`src/rtl/muldiv_sequencer_if.sv`:
```
// ---------------------------------------------------------------------------
// muldiv_sequencer_if
// Handshake/data bundle between the EX stage and the RV32M multiply/divide
// sequencer.
//   start_i     : EX holds a valid M-extension op (held until done_o)
//   op_i        : funct3 of the M op
//   operand_a_i : forwarded rs1 value
//   operand_b_i : forwarded rs2 value
//   flush_i     : abort the current op, no result
//   stall_o     : combinational pipeline hold
//   busy_o      : sequencer is not idle
//   done_o      : registered one-cycle completion pulse
//   result_o    : registered result, held until the next completion
// The master modport is the pipeline side, the slave modport the sequencer.
// ---------------------------------------------------------------------------
interface muldiv_sequencer_if #(
    parameter int XLEN = 32
);
    logic            start_i;
    logic [2:0]      op_i;
    logic [XLEN-1:0] operand_a_i;
    logic [XLEN-1:0] operand_b_i;
    logic            flush_i;
    logic            stall_o;
    logic            busy_o;
    logic            done_o;
    logic [XLEN-1:0] result_o;

    modport master (
        output start_i, op_i, operand_a_i, operand_b_i, flush_i,
        input  stall_o, busy_o, done_o, result_o
    );

    modport slave (
        input  start_i, op_i, operand_a_i, operand_b_i, flush_i,
        output stall_o, busy_o, done_o, result_o
    );
endinterface

```
`src/rtl/muldiv_sequencer.sv`:
```
// ---------------------------------------------------------------------------
// muldiv_sequencer
// Multi-cycle RV32M multiply/divide unit beside the EX-stage ALU. Stalls the
// pipeline while a single-cycle 64-bit product or a 32-step restoring
// radix-2 division is formed, then presents a registered result for exactly
// one cycle (DONE) in which the pipeline advances.
//   clk  : rising-edge clock
//   rst  : asynchronous active-high reset
//   bus  : muldiv_sequencer_if.slave (start/op/operands/flush in,
//          stall/busy/done/result out)
// Only XLEN = 32 is supported.
// ---------------------------------------------------------------------------
module muldiv_sequencer #(
    parameter int XLEN = 32
) (
    input  logic                 clk,
    input  logic                 rst,
    muldiv_sequencer_if.slave    bus
);

    typedef enum logic [1:0] {
        S_IDLE = 2'd0,
        S_MUL  = 2'd1,
        S_DIV  = 2'd2,
        S_DONE = 2'd3
    } state_t;

    localparam logic [XLEN-1:0] MIN_NEG = {1'b1, {(XLEN-1){1'b0}}};
    localparam logic [XLEN-1:0] ALL_ONE = {XLEN{1'b1}};

    function automatic logic [XLEN-1:0] f_neg(input logic [XLEN-1:0] v);
        return ~v + {{(XLEN-1){1'b0}}, 1'b1};
    endfunction

    function automatic logic [XLEN-1:0] f_abs(input logic [XLEN-1:0] v);
        return v[XLEN-1] ? f_neg(v) : v;
    endfunction

    state_t            r_state;
    state_t            w_state_nxt;
    logic [2:0]        r_op;
    logic [XLEN-1:0]   r_a;       // multiplicand, or dividend shifting into quotient
    logic [XLEN-1:0]   r_b;       // multiplier, or divisor magnitude
    logic [XLEN-1:0]   r_rem;     // partial remainder
    logic [4:0]        r_cnt;
    logic              r_neg_q;
    logic              r_neg_r;
    logic [XLEN-1:0]   r_result;
    logic              r_done;

    // Decode of the op presented in IDLE
    logic              w_accept;
    logic              w_is_div;
    logic              w_div_signed;
    logic              w_div_zero;
    logic              w_div_ovf;
    logic [XLEN-1:0]   w_special_res;

    assign w_accept     = bus.start_i & ~bus.flush_i;
    assign w_is_div     = bus.op_i[2];
    assign w_div_signed = ~bus.op_i[0];
    assign w_div_zero   = (bus.operand_b_i == '0);
    assign w_div_ovf    = w_div_signed & (bus.operand_a_i == MIN_NEG)
                        & (bus.operand_b_i == ALL_ONE);

    // Divide by zero: q = all ones, r = dividend. Overflow: q = MIN_NEG, r = 0.
    always_comb begin
        w_special_res = '0;
        if (w_div_zero) begin
            w_special_res = bus.op_i[1] ? bus.operand_a_i : ALL_ONE;
        end else begin
            w_special_res = bus.op_i[1] ? '0 : MIN_NEG;
        end
    end

    // Product: operands widened by one bit so one signed multiply covers
    // signed, mixed and unsigned forms; the 64-bit truncation is exact.
    logic               w_a_sgn;
    logic               w_b_sgn;
    logic signed [XLEN:0] w_a_ext;
    logic signed [XLEN:0] w_b_ext;
    logic signed [2*XLEN-1:0] w_prod;
    logic [XLEN-1:0]    w_mul_res;

    assign w_a_sgn = (r_op == 3'b001) | (r_op == 3'b010);
    assign w_b_sgn = (r_op == 3'b001);
    assign w_a_ext = {w_a_sgn & r_a[XLEN-1], r_a};
    assign w_b_ext = {w_b_sgn & r_b[XLEN-1], r_b};
    assign w_prod  = (2*XLEN)'(w_a_ext) * (2*XLEN)'(w_b_ext);

    always_comb begin
        case (r_op)
            3'b000:  w_mul_res = w_prod[XLEN-1:0];
            default: w_mul_res = w_prod[2*XLEN-1:XLEN];
        endcase
    end

    // One restoring step: bring in the next dividend bit, trial-subtract,
    // keep the difference when it does not borrow.
    logic [XLEN:0]     w_shift;
    logic [XLEN:0]     w_diff;
    logic              w_qbit;
    logic [XLEN-1:0]   w_rem_nxt;
    logic [XLEN-1:0]   w_quo_nxt;
    logic [XLEN-1:0]   w_div_res;

    assign w_shift   = {r_rem, r_a[XLEN-1]};
    assign w_diff    = w_shift - {1'b0, r_b};
    assign w_qbit    = ~w_diff[XLEN];
    assign w_rem_nxt = w_qbit ? w_diff[XLEN-1:0] : w_shift[XLEN-1:0];
    assign w_quo_nxt = {r_a[XLEN-2:0], w_qbit};
    assign w_div_res = r_op[1] ? (r_neg_r ? f_neg(w_rem_nxt) : w_rem_nxt)
                               : (r_neg_q ? f_neg(w_quo_nxt) : w_quo_nxt);

    // Next state and result load
    logic              w_res_load;
    logic [XLEN-1:0]   w_res_nxt;

    always_comb begin
        w_state_nxt = r_state;
        w_res_load  = 1'b0;
        w_res_nxt   = r_result;
        case (r_state)
            S_IDLE: begin
                if (w_accept) begin
                    if (!w_is_div) begin
                        w_state_nxt = S_MUL;
                    end else if (w_div_zero || w_div_ovf) begin
                        w_state_nxt = S_DONE;
                        w_res_load  = 1'b1;
                        w_res_nxt   = w_special_res;
                    end else begin
                        w_state_nxt = S_DIV;
                    end
                end
            end
            S_MUL: begin
                w_state_nxt = S_DONE;
                w_res_load  = 1'b1;
                w_res_nxt   = w_mul_res;
            end
            S_DIV: begin
                if (r_cnt == 5'd0) begin
                    w_state_nxt = S_DONE;
                    w_res_load  = 1'b1;
                    w_res_nxt   = w_div_res;
                end
            end
            S_DONE: begin
                w_state_nxt = S_IDLE;
            end
            default: begin
                w_state_nxt = S_IDLE;
            end
        endcase
        // Flush wins over everything, including a start in the same cycle
        if (bus.flush_i) begin
            w_state_nxt = S_IDLE;
            w_res_load  = 1'b0;
        end
    end

    always_ff @(posedge clk or posedge rst) begin
        if (rst) begin
            r_state <= S_IDLE;
        end else begin
            r_state <= w_state_nxt;
        end
    end

    always_ff @(posedge clk or posedge rst) begin
        if (rst) begin
            r_op     <= '0;
            r_a      <= '0;
            r_b      <= '0;
            r_rem    <= '0;
            r_cnt    <= '0;
            r_neg_q  <= 1'b0;
            r_neg_r  <= 1'b0;
            r_result <= '0;
            r_done   <= 1'b0;
        end else begin
            r_done <= (w_state_nxt == S_DONE);
            if (w_res_load) begin
                r_result <= w_res_nxt;
            end
            if (r_state == S_IDLE && w_accept) begin
                r_op    <= bus.op_i;
                r_rem   <= '0;
                // Signed division works on magnitudes; signs are reapplied at the end
                if (w_is_div && w_div_signed) begin
                    r_a <= f_abs(bus.operand_a_i);
                    r_b <= f_abs(bus.operand_b_i);
                end else begin
                    r_a <= bus.operand_a_i;
                    r_b <= bus.operand_b_i;
                end
                r_neg_q <= w_is_div & w_div_signed
                         & (bus.operand_a_i[XLEN-1] ^ bus.operand_b_i[XLEN-1]);
                r_neg_r <= w_is_div & w_div_signed & bus.operand_a_i[XLEN-1];
                if (w_is_div) begin
                    r_cnt <= 5'd31;
                end
            end else if (r_state == S_DIV) begin
                r_a   <= w_quo_nxt;
                r_rem <= w_rem_nxt;
                if (r_cnt != 5'd0) begin
                    r_cnt <= r_cnt - 5'd1;
                end
            end
        end
    end

    assign bus.stall_o  = bus.start_i & ~bus.flush_i & (r_state != S_DONE);
    assign bus.busy_o   = (r_state != S_IDLE);
    assign bus.done_o   = r_done;
    assign bus.result_o = r_result;

endmodule

```
`src/flat_wrapper.sv`:
```
// flat-port wrapper written by rule: the top's interface ports become plain ports
module muldiv_sequencer_flat 
#(
    parameter int XLEN = 32
)
  (clk, rst, bus_start_i, bus_op_i, bus_operand_a_i, bus_operand_b_i, bus_flush_i, bus_stall_o, bus_busy_o, bus_done_o, bus_result_o);
  muldiv_sequencer_if #(.XLEN(XLEN)) bus_i ();
  input  logic clk;
  input  logic rst;
  input wire logic [$bits(bus_i.start_i)-1:0] bus_start_i;
  input wire logic [$bits(bus_i.op_i)-1:0] bus_op_i;
  input wire logic [$bits(bus_i.operand_a_i)-1:0] bus_operand_a_i;
  input wire logic [$bits(bus_i.operand_b_i)-1:0] bus_operand_b_i;
  input wire logic [$bits(bus_i.flush_i)-1:0] bus_flush_i;
  output wire logic [$bits(bus_i.stall_o)-1:0] bus_stall_o;
  output wire logic [$bits(bus_i.busy_o)-1:0] bus_busy_o;
  output wire logic [$bits(bus_i.done_o)-1:0] bus_done_o;
  output wire logic [$bits(bus_i.result_o)-1:0] bus_result_o;
  assign bus_i.start_i = bus_start_i;
  assign bus_i.op_i = bus_op_i;
  assign bus_i.operand_a_i = bus_operand_a_i;
  assign bus_i.operand_b_i = bus_operand_b_i;
  assign bus_i.flush_i = bus_flush_i;
  assign bus_stall_o = bus_i.stall_o;
  assign bus_busy_o = bus_i.busy_o;
  assign bus_done_o = bus_i.done_o;
  assign bus_result_o = bus_i.result_o;
  muldiv_sequencer #(.XLEN(XLEN)) u_core (.clk(clk), .rst(rst), .bus(bus_i));
endmodule
```
`config.mk`:
```
export PLATFORM = sky130hd
export DESIGN_NAME = muldiv_sequencer_flat
export DESIGN_NICKNAME = d
export VERILOG_FILES = /design/src/rtl/muldiv_sequencer_if.sv /design/src/rtl/muldiv_sequencer.sv /design/src/flat_wrapper.sv
export SDC_FILE = /design/constraint.sdc
export NUM_CORES = 2
export LEC_CHECK = 0
export ABC_AREA = 0
export CORE_ASPECT_RATIO = 0.75
export CORE_MARGIN = 2
export CORE_UTILIZATION = 40
export CTS_CLUSTER_DIAMETER = 150
export DETAILED_ROUTE_END_ITERATION = 10
export PLACE_DENSITY = 0.66
export SLEW_MARGIN = 30
export SYNTH_ARGS = -nofsm -noshare
export SYNTH_HDL_FRONTEND = slang
export SYNTH_SLANG_ARGS = --single-unit
```
`constraint.sdc`:
```
create_clock -name clk -period 10.2 [get_ports clk]
set_input_delay 1.53 -clock clk [delete_from_list [all_inputs] [get_ports clk]]
set_output_delay 1.53 -clock clk [all_outputs]
set_load 0.01 [all_outputs]
```
==> flow_summary.ini <==
[synthesis]
syn-cell-area_um2 = 50500
ys_seq_area_share_pct = 6.98
yosys_most_used_dff = dfrtp_1
synth-seq-cells = 141
syn-num-nets = 7300
ys_warn_count = 0
synthArstFlopShare_pct = 100
syn_inst = 5847
ys_types = 106
synth-edff-count = 0
syn_avg_cell_area_um2 = 8.64

[outcome]
status = finished clean

[sta]
setup_violations = 0
hold_ws_ns = 0.488
rsz0062_at_grt = no
setup_tns_ns = 0
finalMaxSlewViolations = 0
timing.fmax_ghz = 0.102
fin_skew_ns = 0.00886
layout_min_cycle_time_ns = 9.76
worst_pin_slew_ns = 1.07
relSlewSlack_pct = 28.6
timing.final.hold_violations = 0
fin_crit_sh_pct = 95.7

[worst_hold_path]
min-delay-path-class = reg2reg

[finish]
syn2layout_area_growth_pct = 6.95
diodes = 0
register_area_um2 = 3550
filler_cell_count = 12300
multi_input_area_um2 = 41000
final_area_um2 = 54000
nNetsFinal = 7217
drive_gt1_share_pct = 4.71

[setup_path]
arrival_ns = 10.12
worstPathMaxFanout = 13
worstPathRequired_ns = 10.55
critPathCaptureType = flip-flop
setup.worst_path.start_class = flip-flop
crit_type = reg2reg

[placement]
gp_congestion = 1.05
placed_area_um2 = 53500
place.detailed.hpwl_um = 143000
numPortBuffers = 105

[floorplanning]
coreArea_um2 = 125000
fp.dieH_um = 312
io_pins = 106
die-area_um2 = 129000
num_rows = 112
fp.dieW_um = 414
initial_utilization_pct = 40.5

[detailed_routing]
drc_errors = 0
wl_per_cell_um = 23.4
routed_via_density = 5.56
detail-route-antenna-nets = 0
drt_iter0_drc = 4578
wl_um = 174000
route.vias.total = 41300
drtPass1Iterations = 7

[clock_network]
root_buffer = clkbuf_16
clock_sink_count = 141
cts-htree-levels = 4
postCtsSetupBuffers = 0
worstSkewPairLatency_ns = 0.47
cts_buffer_depth = 2
cts_hold_buffers = 0
clk_pin_slew_ns = 0.07
ctsResizeCount = 0
numCtsBuffers = 17
cts_tree = yes

[run]
drv_cap = 0

[global_route]
antenna_found_initial = 6
grt_overflow = 0
grt_usage_pct = 27.2
grt_pass1_vias = 42000
grt_max_degree = 69
grt_pass1_wl_um = 265000
==> per-stage QoR <==
| step | utilization, % | cells | setup slack, ns |
|---|---|---|---|
| finish | 43.3 | 7430 | 0.435 |
| CTS | 43.3 | 7430 | 0.672 |
| floorplan | - | 5847 | 1.14 |
| detailed placement | 42.8 | 7398 | 0.709 |
| global placement | 42.8 | 7398 | 0.769 |
| global route | 43.3 | 7430 | 0.221 |
==> worst paths after layout <==
| kind | depth (start not counted) | slack, ns | startpoint | to |
|---|---|---|---|---|
| min | 1 | 0.49 | u_core.bus.result_o[0] | u_core.bus.result_o[0] |
| max reg2reg | 27 | 0.44 | u_core.r_a[22] | u_core.bus.result_o[28] |
| min in group asynchronous | 2 | 1.49 | rst | u_core.r_state[1] |
| max | 27 | 0.44 | u_core.r_a[22] | u_core.bus.result_o[28] |
| min reg2reg | 1 | 0.49 | u_core.bus.result_o[0] | u_core.bus.result_o[0] |
| max in group asynchronous | 4 | 6.66 | rst | u_core.r_a[12] |
==> final cells by class <==
cell class	instances	share of cell area [%]
multi-input combinational	4099	75.8
inverter	1249	8.69
sequential	141	6.57
timing repair buffer	256	4.07
tap	1653	3.83
clock buffer	17	0.787
clock inverter	15	0.248
==> synthesized netlist by cell type, drive strengths merged, types with 17 or more instances <==
| library cell | instances | area (µm²) |
|---|---|---|
| a211oi | 48 | 360 |
| a21o | 40 | 300 |
| a21oi | 141 | 717 |
| a31oi | 30 | 209 |
| and2 | 284 | 1780 |
| buf | 70 | 307 |
| clkbuf | 288 | 1080 |
| dfrtp | 141 | 3530 |
| fa | 1126 | 22500 |
| ha | 256 | 3200 |
| inv | 1246 | 4680 |
| mux2 | 18 | 210 |
| mux2i | 66 | 668 |
| nand2 | 977 | 3670 |
| nand2b | 19 | 119 |
| nand3 | 43 | 215 |
| nand4 | 17 | 106 |
| nor2 | 204 | 782 |
| nor2b | 17 | 106 |
| nor3 | 56 | 297 |
| nor4 | 30 | 194 |
| o211ai | 17 | 128 |
| o21a | 19 | 144 |
| o21ai | 206 | 1030 |
| o31ai | 24 | 185 |
| o41ai | 17 | 190 |
| or2 | 17 | 106 |
| or3 | 27 | 169 |
| xnor2 | 142 | 1240 |
| xor2 | 59 | 517 |
==> cell families (layout without fill, tap and decap cells) <==
logic type	Yosys count	in the layout	synth area share, %
muxes	84	84	1.74
DFF	141	141	6.98
AOI/OAI and AO/OA	679	679	8.89
and+or+nand+nor	1753	1753	15.9
xor gates and xnor gates	201	201	3.48
buffers and inverters	1607	1537	12.0
adders and majority gates	1382	1382	51.0
==> per-layer routing <==
layer	vias to the layer above	global-route usage, %	routed length [µm]
li1	17600	-	-
met1	21400	40.6	76200
met2	2092	39.3	72700
met3	276	6.39	19200
met4	8	7.24	5640
met5	-	0	53
==> cell usage in the layout, fill, tap and decap left out, drive strengths merged, types with 40 or more instances in the layout <==
master         instances
inv                 1252
fa                  1126
nand2                977
a211oi                48
xnor2                142
ha                   256
a21oi                141
mux2i                 66
and2                 284
nor2                 204
a21o                  40
nand3                 43
clkdlybuf4s50        105
nor3                  56
buf                  151
o21ai                206
dfrtp                141
xor2                  59
==> worst max-delay path, stage by stage, from the launching register on <==
cell,delay (ns)
dfrtp_1,1.05
buf_4,0.29
buf_4,0.17
nand2_1,0.09
fa_1,0.50
fa_1,0.49
inv_1,0.05
fa_1,0.49
fa_1,0.55
inv_1,0.05
fa_1,0.49
fa_1,0.51
fa_1,0.49
inv_1,0.06
fa_1,0.48
ha_1,0.63
o21ai_0,0.22
o21a_1,0.22
o31ai_1,0.30
a21oi_1,0.18
nor3_1,0.21
a211oi_1,0.16
o31ai_1,0.85
nand2_1,0.18
o41ai_1,0.41
nand3_1,0.18
a31o_2,0.23
o311ai_0,0.09
==> registers in the layout, indices dropped and copies added (netlist names) <==
| signal | flops |
|---|---|
| u_core.bus.result_o | 32 |
| u_core.r_a | 32 |
| u_core.r_b | 32 |
| u_core.r_rem | 32 |
| u_core.r_cnt | 5 |
| u_core.r_op | 3 |
| u_core.r_state | 2 |
| u_core.bus.done_o | 1 |
| u_core.r_neg_q | 1 |
| u_core.r_neg_r | 1 |
Power is left out: the tool's default activity adds up to more than one toggle a clock period on the data nets, which glitch-free logic cannot reach.
